--- src/rtl/burst_rr_sched_pkg.sv ---
`default_nettype none
// ============================================================================
// Module : burst_rr_sched_pkg
// Brief  : Shared state type and owner-width helper for the burst RR scheduler.
// Rev    : 1.0
// ============================================================================
package burst_rr_sched_pkg;

  typedef enum logic {
    IDLE  = 1'b0,
    BURST = 1'b1
  } sched_state_t;

  // At least one bit even for a degenerate single-client instance.
  function automatic int owner_width(input int clients);
    return (clients > 1) ? $clog2(clients) : 1;
  endfunction

endpackage
`default_nettype wire

--- src/rtl/rr_next_picker.sv ---
`default_nettype none
// ============================================================================
// Module : rr_next_picker
// Brief  : Combinational rotating-priority search, first eligible after pointer.
// Rev    : 1.0
// ============================================================================
module rr_next_picker
  import burst_rr_sched_pkg::*;
#(
  parameter int N     = 4,
  parameter int IDX_W = owner_width(N)
) (
  input  logic [N-1:0]     i_eligible,
  input  logic [IDX_W-1:0] i_pointer,
  output logic             o_found,
  output logic [IDX_W-1:0] o_index
);

  int               w_cand;
  logic [IDX_W-1:0] w_idx;

  // The pointer itself is visited last, so the previous owner yields to others.
  always_comb begin
    o_found = 1'b0;
    o_index = '0;
    w_cand  = 0;
    w_idx   = '0;
    for (int i = 1; i <= N; i++) begin
      w_cand = int'(i_pointer) + i;
      if (w_cand >= N) begin
        w_cand = w_cand - N;
      end
      w_idx = IDX_W'(w_cand);
      if (!o_found && i_eligible[w_idx]) begin
        o_found = 1'b1;
        o_index = w_idx;
      end
    end
  end

endmodule
`default_nettype wire

--- src/rtl/burst_rr_drain_scheduler.sv ---
`default_nettype none
// ============================================================================
// Module : burst_rr_drain_scheduler
// Brief  : Weighted-burst round-robin drain of CLIENTS source FIFOs into one sink.
// Rev    : 1.0
// ============================================================================
module burst_rr_drain_scheduler
  import burst_rr_sched_pkg::*;
#(
  parameter int CLIENTS    = 4,
  parameter int WEIGHT_W   = 4,
  parameter int DATA_WIDTH = 8
) (
  input  logic                             i_clk,
  input  logic                             i_rst_n,
  input  logic [CLIENTS*WEIGHT_W-1:0]      i_cfg_weight,
  input  logic                             i_block,
  input  logic [CLIENTS-1:0]               i_src_empty,
  input  logic [CLIENTS*DATA_WIDTH-1:0]    i_src_data,
  output logic [CLIENTS-1:0]               o_src_read,
  input  logic                             i_dst_full,
  output logic                             o_dst_write,
  output logic [DATA_WIDTH-1:0]            o_dst_data,
  output logic [owner_width(CLIENTS)-1:0]  o_owner,
  output logic                             o_busy,
  output logic                             o_burst_done
);

  localparam int c_OWNER_W = owner_width(CLIENTS);

  logic [WEIGHT_W-1:0]   w_weight [CLIENTS];
  logic [DATA_WIDTH-1:0] w_data   [CLIENTS];
  logic [CLIENTS-1:0]    w_eligible;
  logic                  w_found;
  logic [c_OWNER_W-1:0]  w_pick;

  sched_state_t          r_state, w_state_nxt;
  logic [c_OWNER_W-1:0]  r_owner, w_owner_nxt;
  logic [c_OWNER_W-1:0]  r_ptr,   w_ptr_nxt;
  logic [WEIGHT_W-1:0]   r_count, w_count_nxt;
  logic                  r_done,  w_done_nxt;
  logic                  w_xfer;

  for (genvar k = 0; k < CLIENTS; k++) begin : g_client
    assign w_weight[k]   = i_cfg_weight[k*WEIGHT_W +: WEIGHT_W];
    assign w_data[k]     = i_src_data[k*DATA_WIDTH +: DATA_WIDTH];
    assign w_eligible[k] = ~i_src_empty[k] & (|w_weight[k]);
  end

  rr_next_picker #(
    .N     (CLIENTS),
    .IDX_W (c_OWNER_W)
  ) u_picker (
    .i_eligible (w_eligible),
    .i_pointer  (r_ptr),
    .o_found    (w_found),
    .o_index    (w_pick)
  );

  always_comb begin
    w_state_nxt = r_state;
    w_owner_nxt = r_owner;
    w_ptr_nxt   = r_ptr;
    w_count_nxt = r_count;
    w_done_nxt  = 1'b0;
    w_xfer      = 1'b0;
    case (r_state)
      IDLE: begin
        if (!i_block && w_found) begin
          w_owner_nxt = w_pick;
          w_count_nxt = w_weight[w_pick];
          w_state_nxt = BURST;
        end
      end
      BURST: begin
        // Empty is checked before full so a drained owner never holds the sink.
        if (i_block || i_src_empty[r_owner]) begin
          w_state_nxt = IDLE;
        end else if (!i_dst_full) begin
          w_xfer      = 1'b1;
          w_count_nxt = r_count - 1'b1;
          if (r_count == WEIGHT_W'(1)) begin
            w_state_nxt = IDLE;
          end
        end
        if (w_state_nxt == IDLE) begin
          w_ptr_nxt  = r_owner;
          w_done_nxt = 1'b1;
        end
      end
    endcase
  end

  always_ff @(posedge i_clk) begin
    if (!i_rst_n) begin
      r_state <= IDLE;
      r_owner <= '0;
      r_ptr   <= c_OWNER_W'(CLIENTS - 1);
      r_count <= '0;
      r_done  <= 1'b0;
    end else begin
      r_state <= w_state_nxt;
      r_owner <= w_owner_nxt;
      r_ptr   <= w_ptr_nxt;
      r_count <= w_count_nxt;
      r_done  <= w_done_nxt;
    end
  end

  always_comb begin
    o_src_read = '0;
    if (w_xfer) begin
      o_src_read[r_owner] = 1'b1;
    end
  end

  assign o_dst_write  = w_xfer;
  assign o_dst_data   = w_data[r_owner];
  assign o_owner      = r_owner;
  assign o_busy       = (r_state == BURST);
  assign o_burst_done = r_done;

  a_read_onehot0 : assert property (@(posedge i_clk) disable iff (!i_rst_n)
    $onehot0(o_src_read));
  a_write_eq_read : assert property (@(posedge i_clk) disable iff (!i_rst_n)
    o_dst_write == (|o_src_read));
  a_no_write_full : assert property (@(posedge i_clk) disable iff (!i_rst_n)
    !(o_dst_write && i_dst_full));
  a_no_read_empty : assert property (@(posedge i_clk) disable iff (!i_rst_n)
    (o_src_read & i_src_empty) == '0);

endmodule
`default_nettype wire
--- config.mk ---
export PLATFORM = sky130hd
export DESIGN_NAME = burst_rr_drain_scheduler
export DESIGN_NICKNAME = d
export VERILOG_FILES = /design/src/rtl/burst_rr_sched_pkg.sv /design/src/rtl/rr_next_picker.sv /design/src/rtl/burst_rr_drain_scheduler.sv
export SDC_FILE = /design/constraint.sdc
export NUM_CORES = 1
export LEC_CHECK = 0
export CELL_PAD_IN_SITES_DETAIL_PLACEMENT = 1
export CELL_PAD_IN_SITES_GLOBAL_PLACEMENT = 1
export CORE_ASPECT_RATIO = 2
export CORE_MARGIN = 1.5
export CORE_UTILIZATION = 25
export DETAILED_ROUTE_END_ITERATION = 8
export PLACE_DENSITY = 0.94
export REMOVE_ABC_BUFFERS = 1
export SLEW_MARGIN = 15
export SYNTH_ARGS = -nofsm -noshare
export SYNTH_HDL_FRONTEND = slang
export SYNTH_SLANG_ARGS = --single-unit
--- constraint.sdc ---
create_clock -name i_clk -period 8.37 [get_ports i_clk]
set_input_delay 2.511 -clock i_clk [delete_from_list [all_inputs] [get_ports i_clk]]
set_output_delay 2.511 -clock i_clk [all_outputs]
set_load 0.03 [all_outputs]
==> results.txt, run 1 <==
The flow ran to the end, and the final reports show no timing, DRC or antenna violations. Entering global routing, the biggest net connects 17 pins. Summing all multi-input logic gate instances after layout gives 767 sq um. The clock network latency to the later pin of the worst-skew pair was 0.24 ns.

The startpoint identified for the worst register-to-register timing path is r_ptr[1]$_SDFFE_PN1P_. The die width came out at 48.1 um. The tools report the hold path startpoint as r_count[1]$_SDFFE_PN0P_. Detailed routing inserted a total of 1279 vias. Combinational fraction of design power: 0.471.

Synthesis inferred 10 register bits. For hold timing, the worst endpoint is r_count[1]$_SDFFE_PN0P_. The critical path is of the in -> out type. Setup repair after global routing left no endpoint under its margin. The power share of the clock group was 0.264; the post-detailed-route via-to-cell ratio was 5.47. The tools report the relative contribution of sequential cells to total power as 0.265. The maximum achievable frequency is 144 MHz, and the mean instance size in the synthesized netlist is 9.07 sq um. Across the routed clock network, the largest skew measured is 0.00480 ns. The post-synthesis instance total is 112, and the layout overhead on the synthesized area is 80.0%.

In this design, the stage delay of the slowest critical-path cell is 0.70 ns. For this design, the CTS-stage hold fixing added 0 buffers. The share of cells above drive strength 1 is 0.120. Number of nets still failing antenna checks after routing: 0. The total routing usage reported by global routing came out at 0.198.

The run gives 2 as the buffer levels on the longest clock path. The setup check on the worst reg-to-reg path leaves a slack of 5.95 ns. The largest individual stage delay along the critical path comes from the cell clkdlybuf4s50_1. For this run, design rule violations remaining after detail routing come to 0. During synthesis, Yosys emitted a total of 0 warnings.

The logs give 242 for the count of nets after finishing and 4480 sq um for the floorplan die area. Clock tree synthesis selected as its root buffer the cell clkbuf_8. The switching share of total power is 0.332. Summed instance area of the synthesized netlist: 1020 sq um. 73 I/O pins were placed. Final non-filler cell total: 234. Number of global-route vias before repair: 1374.

The tools report the sequential element share of the synthesized area as 0.197. The endpoint of the lowest-slack register-to-register path was r_count[2]$_SDFFE_PN0P_. For this design, the sink count on the clock tree is 10.

Kind of start point of the critical path: an input port. The floorplan has 32 rows. The final period utilization came out at 0.832.

For the switching power summed over all nets, the log shows 0.0770 mW. Walking the worst path, the cells encountered are clkdlybuf4s50_1 > mux4_2 > nor2_1 > clkdlybuf4s50_1. The maximum resistive drop on vdd is 0.0967 mV, and the area share of the leading cell type in the synthesized netlist is 0.200. The type of element capturing the critical path was an output port. The setup violation total in the final timing report is 0, and the total power divided by cell area is 127 nW/um^2. Clock-pin slew was measured on the worst setup and hold paths at 0.05 ns. The number of hold violations in the final report was 0.

Counting the fill cells in the layout gives 459. In this run the standard cell core region covers 3880 sq um. Most common cell type on the critical path: clkdlybuf4s50_1.

In the layout the commonest cells are clkdlybuf4s50_1 (72), nor2_1 (10), dfxtp_1 (10), mux4_2 (9). Commonest non-fill, non-tap cell in the layout: clkdlybuf4s50_1. Max-cap violations in this run came to 0. The largest total area in the synthesized netlist belongs to mux4_2. The internal power was 0.155 mW; the post-route core utilization was 0.471. The number of gates given a new drive strength after cts is 0. TritonCTS built the clock tree. Post-CTS timing repair inserted 0 buffers for setup.

The placed wire-length estimate after detailed placement is 3570 um, and the final routed wirelength across all metal layers is 4180 um. Adding up every negative setup slack in the final design gives 0 ns. Counting cells, the worst reg-to-reg path comes to 7.

The max-slew headroom at the worst pin came out at 0.484. The first global-routing pass estimated 6340 um of wire. Summed over all cells, the static leakage comes to 0.648 nW. Final antenna diode count: 0. The first detailed-routing pass took 4 iterations. The number of buffers added on ports came out at 72.

For the starting density of the core, the log shows 0.262. The area occupied by registers is 200 sq um, and the depth of the CTS H-tree is 1. After synthesis, the netlist uses 41 different library cells. Sorting the synthesized cells by area gives the leading types as mux4_2 (20%), dfxtp_1 (20%), a21oi_1 (3.9%). The die is 93.2 um tall. Across all hold checks on the routed design, the worst slack comes to 0.550 ns.

For the pin with the worst max-slew slack, the measured transition is 0.773 ns. Clock tree synthesis inserted a total of 3 buffers. The number of antenna violations at the first check in global routing is 0. Of all nets on the critical path, the largest fanout is 6.

The tools report the violation count after the first detailed-routing iteration as 27. The tightest min-delay check is of the reg -> reg type. In the final routed layout, each cell accounts on average for 17.9 um. Power comes to 0.232 mW. The number of stages on the worst hold path is 2, and the worst path required time is 5.86 ns. Routability-driven placement finished with a final weighted congestion of 0.834. The count of placed standard cells including taps was 230; the signal arrival time at the worst endpoint was 4.45 ns. Summed over all layers, the global routing overflow is 0. The run gives 0 as the final number of max-transition violations.

The final period demand of the worst path was 6.96 ns.
==> metal layers <==
metal / track usage / vias up / wire [um]
li1: - / 586 / -
met1: 0.183 / 601 / 1260
met2: 0.379 / 79 / 2370
met3: 0.0328 / 13 / 395
met4: 0.0833 / 0 / 157
met5: 0 / - / 0
==> worst max-delay path, delay by kind of cell <==
kind,cells,cell delay [ns]
and+or+nand+nor,1,0.19
buffers and inverters,2,1.19
muxes,1,0.56
==> state kept, by name, summed over array words and instances (netlist names) <==
name,count
r_count,4
o_owner,2
r_ptr,2
o_burst_done,1
o_busy,1
==> final cells by class <==
type                    count  area share
inverters                   6      0.0123
well taps                  51      0.0349
clock buffers               4      0.0301
flip-flops and latches     10       0.109
repair buffers             72       0.394
multi-input cells          91       0.419
==> worst max-delay path by stage <==
| stage | from | slack, ns | end | cells past startpoint |
|---|---|---|---|---|
| global placement | i_src_empty[3] | 1.40 | o_dst_write | 4 |
| global route | i_src_empty[3] | 1.32 | o_dst_write | 4 |
| CTS | i_src_empty[3] | 1.41 | o_dst_write | 4 |
| floorplan | i_dst_full | 2.06 | o_src_read[0] | 2 |
| detailed placement | i_src_empty[3] | 1.44 | o_dst_write | 4 |
| finish | i_src_empty[3] | 1.41 | o_dst_write | 4 |
==> power groups by stage <==
stage / sequential [mW] / clock [mW] / combinational, mW
after floorplan: 0.0627 / 0 / 0.0551
after global placement: 0.0623 / 0 / 0.106
after detailed placement: 0.0625 / 0 / 0.109
after CTS: 0.0617 / 0.0616 / 0.110
after global routing: 0.0629 / 0.0660 / 0.117
final: 0.0615 / 0.0614 / 0.109
==> stage by stage <==
stage	setup WS [ns]	area, sq um
final	1.41	1830
after global routing	1.32	1830
after CTS	1.41	1830
after detailed placement	1.44	1770
after global placement	1.40	1770
after floorplan	2.06	990
==> kinds of logic (layout without fill, tap and decap cells) <==
family / Yosys count / after routing / synth area share
AO/OA/AOI/OAI: 30 / 30 / 0.206
XOR/XNOR: 2 / 2 / 0.0172
adder cells (fa/ha/maj): 2 / 2 / 0.0246
buffers and inverters: 11 / 82 / 0.0480
flip-flops: 10 / 10 / 0.197
multiplexers: 17 / 17 / 0.292
AND/OR/NAND/NOR: 40 / 40 / 0.216
==> Yosys cell counts, drive strengths merged <==
library cell   n
nor3           5
o22ai          2
a21oi          8
or2            1
o211ai         2
o31a           1
or4            2
a21o           1
a311oi         1
dfxtp         10
a221o          1
nor2          10
o21ai          4
ha             2
a211oi         1
xor2           2
clkbuf         4
o32ai          1
buf            1
o31ai          1
nor4b          1
nor3b          2
a31oi          1
o2111ai        1
mux2i          3
a41oi          1
o211a          1
or3            2
inv            6
a222oi         2
nand2          8
mux2           5
nand2b         3
o2bb2ai        1
or3b           1
nor4           5
mux4           9
(Power assumes the default switching activity.)
==> inputs of run 2 (changes only) <==
- CORE_UTILIZATION: 25 -> 24
- PLACE_DENSITY: 0.94 -> 0.91
- clock period: 8.37 -> 7 ns (I/O delays scaled with it)
==> run 2 against run 1 <==
Effect of this change: first-iteration DRC count is 19% higher; die area grew 4.0%; critical path depth stayed put; combinational power up 20%; largest power group unchanged; sequential share of layout area barely moved; utilization shrank 2.3 points; total power rose by 20%; global-route usage shrank 0.41 points; setup slack lost 0.57 ns; clock power increased by 21%; clock-buffer cell count stayed put; flip-flop and latch count stayed put.
==> results.txt, run 2 (same netlist as run 1, synthesis figures left out) <==
The flow ran to the end, and the final reports show no timing, DRC or antenna violations. Post-route core utilization: 0.448 (-0.0232). The logs give 0.194 (-0.00405) for the total routing usage reported by global routing and 0 (unchanged) for the leftover overflow at the end of global routing. The number of buffers added on ports works out to 72 (unchanged). The number of gates given a new drive strength after cts is 0 (unchanged).

The logs give 32 (+19%) for the violation count after the first detailed-routing iteration and 2 (unchanged) for the buffer levels on the longest clock path. The clock-pin slew of the registers on the worst-case setup and hold paths came out at 0.05 ns (about the same). The run gives 0.00381 ns (-0.000988 ns) as the clock skew. The met2 usage in global routing is 0.394 (+0.0149). TritonCTS built the clock tree. The instance area at placement came out at 1780 sq um (about the same).

The tools report the post-route cell area as 1830 sq um (about the same). Traced cell by cell, the critical path runs through clkdlybuf4s50_1 > mux4_2 > nor2_1 > clkdlybuf4s50_1. CTS placed an instance of clkbuf_8 at the clock tree root. Number of stages on the worst hold path: 2 (unchanged). The slew at the pin with the worst max-slew slack was 0.765 ns (-0.00836 ns). The die width works out to 49.0 um (+1.9%). The tools report the final non-filler cell total as 235 (+0.43%).

The worst hold path belongs to the class reg -> reg. The signal arrival time at the worst endpoint was 4.06 ns (-0.39 ns); the maximum resistive drop on vdd was 0.0918 mV (-5.1%). The height of the chip came out at 95.0 um (+2.0%).

For the number of antenna violations at the first check in global routing, the log shows 0 (unchanged). Counting flops per register, the top entry is r_count. The kind of start point of the critical path is an input port.

The clock sink total is 10 (unchanged), and the count of nets after finishing is 242 (unchanged). Setup repair after global routing left no endpoint under its margin. The starting density of the core is 0.249 (-0.0131). The run gives 0 (unchanged) as the number of nets still failing antenna checks after routing. The final period utilization was 0.880.

For the count of maximum capacitance violations, the log shows 0 (unchanged). For the global routing met3 resource utilization, the log shows 0.0564 (+0.0236). The number of DRC violations after detailed routing is 0 (unchanged). Maximum achievable frequency: 162 MHz. Total power divided by cell area: 153 nW/um^2 (+20%). The layout overhead on the synthesized area is 80.2% (about the same), and the number of global-route vias before repair is 1415 (+3.0%). The number of hold violations in the final report was 0 (unchanged); the depth of the CTS H-tree was 1 (unchanged). The largest net degree at the start of global routing came out at 17 (unchanged).

Hold-fix buffer count after cts: 0 (unchanged). The worst path required time was 4.90 ns (-0.96 ns); the max-slew headroom at the worst pin was 0.490 (+0.00558). The share of cells above drive strength 1 came out at 0.120 (unchanged). The kind of cell adding the most delay to the critical path was buffers and inverters. The worst setup path is captured at an output port. The sum of buffers and inverters on the critical path is 2 (unchanged). The final routed wirelength across all metal layers came out at 4320 um (+3.4%).

The detailed-route via count is 1316 (+2.9%), and the post-detailed-route via-to-cell ratio is 5.60 (+2.5%). The flip-flop count of the largest register after layout came out at 4 (unchanged). The logs give 4090 sq um (+5.3%) for the area inside the core boundary and 0 (unchanged) for the final antenna diode count. Leaving out fill and tap cells, the most frequent cells in the layout are clkdlybuf4s50_1 (72), nor2_1 (10), dfxtp_1 (10), mux4_2 (9).

The tools report the final weighted congestion of routability-driven global placement as 0.860 (+3.2%). Final period demand of the worst path: 6.16 ns. Worst-case reg-to-reg path depth: 7 (unchanged).

For the pre-CTS setup slack, the log shows 0.849 ns (-0.587 ns). The logs give 5 (+1) for the number of search-and-repair iterations in the first detailed-routing pass and 0.838 ns (-0.570 ns) for the setup slack of the critical path after layout. The logs give 0 (unchanged) for the final number of max-transition violations and 0.169 (-0.0140) for the met1 layer usage reported by global route.

The critical path class was in -> out. The tools report the TritonCTS buffer count as 3 (unchanged). In this run the most used layer during global routing was met2.

The setup TNS is 0 ns (unchanged). Critical path's slowest cell: clkdlybuf4s50_1. The average wire per standard cell was 18.4 um (+3.0%); the floorplan die area was 4660 sq um (+4.0%). The run gives 0 (unchanged) as the number of setup buffers added after CTS. The library cell used most frequently in the layout, excluding fill and tap cells, is clkdlybuf4s50_1. The most numerous cell type found on the critical path is clkdlybuf4s50_1. The first-pass GRT wire length was 6880 um (+8.5%). The number of cells on the critical path was 4 (unchanged); the setup slack of the most critical reg-to-reg path was 4.49 ns (-1.46 ns). The placed wire-length estimate after detailed placement came out at 3690 um (+3.4%). The leakage power was 0.648 nW (unchanged). The count of placed standard cells including taps is 231 (+0.43%). Longest individual stage delay on the worst path: 0.69 ns (about the same).

The setup violation total in the final timing report is 0 (unchanged), and the largest fanout on the critical path is 6 (unchanged). The logs give 0.24 ns (about the same) for the clock network latency to the later pin of the worst-skew pair and 73 (unchanged) for the number of top-level pins. The run gives 33 (+3.1%) as the number of rows in the core area.
## run 2: worst paths after layout
kind | from | endpoint
worst max-delay path | i_src_empty[3] | o_dst_write
worst min-delay path | r_count[1]$_SDFFE_PN0P_ | r_count[1]$_SDFFE_PN0P_
worst max register to register | r_ptr[1]$_SDFFE_PN1P_ | r_count[2]$_SDFFE_PN0P_
worst min register to register | r_count[1]$_SDFFE_PN0P_ | r_count[1]$_SDFFE_PN0P_
## run 2: final cells by class
type	instances	area, sq um
fillers	473	2260
multi-input cells	91	767
repair buffers	72	721
flip-flops and latches	10	200
well taps	52	65.1
clock buffers	4	55.1
inverters	6	22.5
## run 2: worst min-delay path: stages (launching register included)
cell      delay [ns]
dfxtp_1         0.32
nor2_1          0.13
a311oi_1        0.06
## run 2: stage by stage
step                      total power, mW  hold WS, ns
after floorplan                     0.141        0.488
after detailed placement            0.206        0.514
after global routing                0.293        0.582
after CTS                           0.280        0.556
after global placement              0.201        0.499
final                               0.280        0.570
## run 2: power by group
group / internal (mW) / total, mW / switching, mW
clock network: 0.0496 / 0.0743 / 0.0247
registers: 0.0625 / 0.0742 / 0.0117
logic: 0.0735 / 0.131 / 0.0577
## run 2: routing by layer
| layer | vias to the layer above | share of wire |
|---|---|---|
| met4 | 0 | 0.026 |
| met5 | - | 0 |
| met2 | 69 | 0.57 |
| met1 | 647 | 0.33 |
| li1 | 589 | - |
| met3 | 11 | 0.069 |
